<file path="src/rtl/bounded_updown_counter.sv">
`default_nettype none
// =============================================================================
// Module   : bounded_updown_counter
// Brief    : Up/down counter bounded to [MIN_VAL, MAX_VAL] with load, wrap or
//            saturate mode, terminal-count and load-error pulses.
// Revision : 1.0 - initial parametrised release
// =============================================================================
module bounded_updown_counter #(
  parameter int WIDTH   = 4,
  parameter int MIN_VAL = 3,
  parameter int MAX_VAL = 13,
  parameter int RST_VAL = 13
) (
  input  logic             clk_i,
  input  logic             rst_ni,
  input  logic             en_i,
  input  logic             load_i,
  input  logic [WIDTH-1:0] din_i,
  input  logic             ud_i,
  input  logic             sat_i,
  output logic [WIDTH-1:0] count_o,
  output logic             at_min_o,
  output logic             at_max_o,
  output logic             tc_o,
  output logic             load_err_o
);

  localparam logic [WIDTH-1:0] c_min = WIDTH'(MIN_VAL);
  localparam logic [WIDTH-1:0] c_max = WIDTH'(MAX_VAL);
  localparam logic [WIDTH-1:0] c_rst = WIDTH'(RST_VAL);

  if (WIDTH < 2 || WIDTH > 16) begin : g_bad_width
    $error("bounded_updown_counter: WIDTH must be within 2..16");
  end
  if (MIN_VAL < 0 || MIN_VAL >= MAX_VAL || MAX_VAL > (1 << WIDTH) - 1) begin : g_bad_bounds
    $error("bounded_updown_counter: need 0 <= MIN_VAL < MAX_VAL <= 2**WIDTH-1");
  end
  if (RST_VAL < MIN_VAL || RST_VAL > MAX_VAL) begin : g_bad_rst
    $error("bounded_updown_counter: RST_VAL must lie within MIN_VAL..MAX_VAL");
  end

  logic [WIDTH-1:0] count_q, count_d;
  logic             tc_q, tc_d;
  logic             load_err_q, load_err_d;
  logic             din_ok;

  assign din_ok = (din_i >= c_min) && (din_i <= c_max);

  // Bounds are compared before stepping, so count never leaves the range.
  always_comb begin
    count_d    = count_q;
    tc_d       = 1'b0;
    load_err_d = 1'b0;
    if (load_i) begin
      if (din_ok) begin
        count_d = din_i;
      end else begin
        count_d    = c_rst;
        load_err_d = 1'b1;
      end
    end else if (en_i) begin
      if (ud_i) begin
        if (count_q < c_max) begin
          count_d = count_q + 1'b1;
        end else begin
          tc_d    = 1'b1;
          count_d = sat_i ? count_q : c_min;
        end
      end else begin
        if (count_q > c_min) begin
          count_d = count_q - 1'b1;
        end else begin
          tc_d    = 1'b1;
          count_d = sat_i ? count_q : c_max;
        end
      end
    end
  end

  always_ff @(posedge clk_i or negedge rst_ni) begin
    if (!rst_ni) begin
      count_q    <= c_rst;
      tc_q       <= 1'b0;
      load_err_q <= 1'b0;
    end else begin
      count_q    <= count_d;
      tc_q       <= tc_d;
      load_err_q <= load_err_d;
    end
  end

  assign count_o    = count_q;
  assign at_min_o   = (count_q == c_min);
  assign at_max_o   = (count_q == c_max);
  assign tc_o       = tc_q;
  assign load_err_o = load_err_q;

endmodule
`default_nettype wire

</file>
<file path="config.mk">
export PLATFORM = sky130hd
export DESIGN_NAME = bounded_updown_counter
export DESIGN_NICKNAME = d
export VERILOG_FILES = /design/src/rtl/bounded_updown_counter.sv
export SDC_FILE = /design/constraint.sdc
export NUM_CORES = 1
export LEC_CHECK = 0
export ABC_AREA = 1
export BUFFER_PORTS_ARGS = -buffer_cell sky130_fd_sc_hd__buf_4
export CORE_MARGIN = 2
export CORE_UTILIZATION = 25
export CTS_CLUSTER_DIAMETER = 150
export DETAILED_ROUTE_END_ITERATION = 10
export PLACE_DENSITY_LB_ADDON = 0.05
export SLEW_MARGIN = 20
export SYNTH_ARGS = -nofsm -noshare
export SYNTH_HDL_FRONTEND = slang
export SYNTH_SLANG_ARGS = --single-unit
</file>
<file path="constraint.sdc">
create_clock -name clk_i -period 2.8 [get_ports clk_i]
set_clock_uncertainty 0.15 [all_clocks]
set_input_delay 0.56 -clock clk_i [delete_from_list [all_inputs] [get_ports clk_i]]
set_output_delay 0.56 -clock clk_i [all_outputs]
set_load 0.01 [all_outputs]
</file>
==> flow_summary.ini <==
[timing]
rsz0062_at_grt = false
timing.fmax_mhz = 497.9
timing.final.crit_share_pct = 71.72
hold_viol_final = 0
finalWorstPathRequiredPeriod_ns = 2.008
final_max_slew_viol_count = 0
worst-slew-pin-transition_ns = 0.2464
report.final.setup_viol = 0
worst_relative_slew_slack_pct = 83.40
totalNegativeSetupSlack_ns = 0

[layout]
fillers = 236
antenna_cells = 0
post_route_cells_drive_above_1_share_pct = 30.48
area_growth_pct = 32.50
post_layout_net_count = 119
finalNonFillerCells = 132
finish.utilization_pct = 36.08
multi_input_gate_area_sq_um = 330.3
regArea_sq_um = 153.9

[floorplan]
rows = 16
core_area_sq_um = 2022
fp.dieArea_sq_um = 2593
io_pins = 18
die_w_um = 50.93
chipHeight_um = 50.93
floorplan.initialDensity_pct = 27.23

[power_and_ir_drop]
power_leakage_nw = 0.3869
power_density_nw_per_um2 = 556.3
ir_drop_mv = 0.3166

[detailed_routing]
vias = 560
route.antenna.remaining_nets = 0
vias_per_cell = 4.242
wl_final_um = 1342
detail_route.iter0.violations = 14
firstDrtPassIters = 4
wire_length_per_cell_after_detailed_routing_um = 10.17
drt_drc_violations_left = 0

[synthesis]
synthDominantAreaCellType = sky130_fd_sc_hd__dfstp_2
yosys.area.top_type_share_pct = 14.32
synth.cell_area_sq_um = 550.5
synth-edff-count = 0
synth_seq_cells = 6
synth.area.top_cells = sky130_fd_sc_hd__dfstp_2 (14%), sky130_fd_sc_hd__nand2_1 (14%), sky130_fd_sc_hd__dfrtp_1 (14%), sky130_fd_sc_hd__nor2_1 (10%), sky130_fd_sc_hd__nand3_1 (8.2%)
async_flop_share_pct = 100.0
nets_in_the_synthesized_netlist = 98
synth_top_cells_by_count = sky130_fd_sc_hd__nand2_1 (21), sky130_fd_sc_hd__nor2_1 (15), sky130_fd_sc_hd__inv_1 (9), sky130_fd_sc_hd__nand3_1 (9), sky130_fd_sc_hd__o21ai_0 (4)
yosysWarningCount = 0
synth.distinct_cells = 21
most_used_flip_flop_cell_after_synthesis = sky130_fd_sc_hd__dfstp_2
syn_area_per_cell_sq_um = 6.477
seq_area_frac_synth_pct = 27.95
synthesis.instances = 85
post-synth-top-count-cell = sky130_fd_sc_hd__nand2_1

[place]
finalWeightedCongestion = 0.7697
dp_hpwl_um = 1128
place_inst = 127
port_buffers = 17

[cts]
clock_insertion_delay_worst_skew_ns = 0.24
clk_pin_slew_ns = 0.04
htree_levels = 1
cts_resized = 0
tritoncts = built
tritoncts.num_buffers = 3
holdBufCountCts = 1
cts_num_sinks = 6
cts_setup_buffers = 0
clock_path_buffers = 2
clockRootBuffer = sky130_fd_sc_hd__clkbuf_4

[worst_setup_path]
reg2reg_setup_slack_ns = 1.11
critical_path_buf_inv_count = 2
crit_fanout = 7
critPathRequiredTime_ns = 2.09
critPathLaunchType = register
critical-path-top-delay-family = flip-flops
worstPathCellList = ha_1 -> inv_1 -> nor2_1 -> buf_4
arrival_ns = 1.30
slowest_stage_cell_crit_path = sky130_fd_sc_hd__dfstp_2
timing.setup.critical_path_class = register to primary output
cpPeakStageDelay_ns = 0.58
endpoint_kind = primary output

[global_routing]
first_global_vias = 498
grt_usage_pct = 11.68
grt_first_pass_wirelength_um = 2228
grt_antenna_before_repair = 0
largest_net_degree_at_the_start_of_global_routing = 10
grt_overflow = 0

[hold_path]
hold_path.class = register to register

[outcome]
outcome = complete, no violations

[flow_run]
timing.max_cap.violations = 0
-- cell type report --
type                    instances  share of cell area [%]
flip-flops and latches          6                   21.10
multi-input cells              65                   45.28
inverters                      12                   6.518
clock buffers                   4                   3.602
repair buffers                 18                   18.87
well taps                      27                   4.631
-- cells in the final DEF (no fill, tap or decap) --
cell type / instances
sky130_fd_sc_hd__nand3b_1: 1
sky130_fd_sc_hd__dlygate4sd3_1: 1
sky130_fd_sc_hd__or2_0: 1
sky130_fd_sc_hd__inv_4: 1
sky130_fd_sc_hd__dfstp_2: 3
sky130_fd_sc_hd__nand3_1: 9
sky130_fd_sc_hd__inv_2: 2
sky130_fd_sc_hd__buf_4: 17
sky130_fd_sc_hd__o21ai_1: 1
sky130_fd_sc_hd__ha_1: 3
sky130_fd_sc_hd__clkbuf_4: 3
sky130_fd_sc_hd__nor2_4: 2
sky130_fd_sc_hd__nand2_1: 21
sky130_fd_sc_hd__o21ai_0: 4
sky130_fd_sc_hd__nor2_2: 1
sky130_fd_sc_hd__nand4_1: 2
sky130_fd_sc_hd__a21oi_1: 2
sky130_fd_sc_hd__clkbuf_1: 1
sky130_fd_sc_hd__nand2_2: 2
sky130_fd_sc_hd__inv_1: 9
sky130_fd_sc_hd__nand3_2: 1
sky130_fd_sc_hd__dfrtp_1: 3
sky130_fd_sc_hd__nor2_1: 15
-- logic make-up after synthesis --
group                    synth area share, %
flip-flops                             27.95
buffers and inverters                  12.05
AND/OR/NAND/NOR                        46.82
adder cells (fa/ha/maj)                6.819
AO/OA/AOI/OAI                          6.363
-- report_power, final --
| group | internal, W | switching (W) | leakage, nW | total [W] |
|---|---|---|---|---|
| Combinational | 0.0000799 | 0.000103 | 0.301 | 0.000183 |
| Clock | 0.0000539 | 0.0000301 | 0.0150 | 0.0000840 |
| Sequential | 0.000110 | 0.0000289 | 0.0706 | 0.000139 |
-- flip-flops by register name (all words and copies together) (netlist names) --
| signal | flops |
|---|---|
| count_o | 4 |
| load_err_o | 1 |
| tc_o | 1 |
-- worst min-delay path: stages, from the launching register on --
cell and delay, ns:
sky130_fd_sc_hd__dfstp_2 0.40, sky130_fd_sc_hd__nand2_1 0.07, sky130_fd_sc_hd__nand2_1 0.05
-- metal layers --
metal,global-route usage (%),share of wire (%)
met1,15.38,48
met4,1.351,0
met2,17.97,46
met5,0,0
met3,5.263,5.7
-- stage by stage --
stage	hold slack (ns)	instance area, sq um	total power [W]	worst slack, ns
final	0.3663	729.5	0.0004058	0.7917
after CTS	0.3731	729.5	0.0004158	0.7653
after detailed placement	0.2204	693.2	0.0003259	1.033
after global placement	0.2218	693.2	0.0003284	1.064
after global routing	0.3912	729.5	0.0004559	0.6654
after floorplan	0.1144	550.5	0.0002596	1.115
-- final timing paths --
path / endpoint / startpoint / cells past startpoint
worst max-delay path: at_min_o / count_o[0]$_DFFE_PN1P_ / 4
worst min-delay path: count_o[3]$_DFFE_PN1P_ / count_o[3]$_DFFE_PN1P_ / 2
worst max register to register: count_o[2]$_DFFE_PN1P_ / count_o[0]$_DFFE_PN1P_ / 8
worst min register to register: count_o[3]$_DFFE_PN1P_ / count_o[3]$_DFFE_PN1P_ / 2
max in group asynchronous: count_o[0]$_DFFE_PN1P_ / rst_ni / 2
min in group asynchronous: tc_o$_DFF_PN0_ / rst_ni / 2
Note: power is estimated with default switching activity, not from simulation.
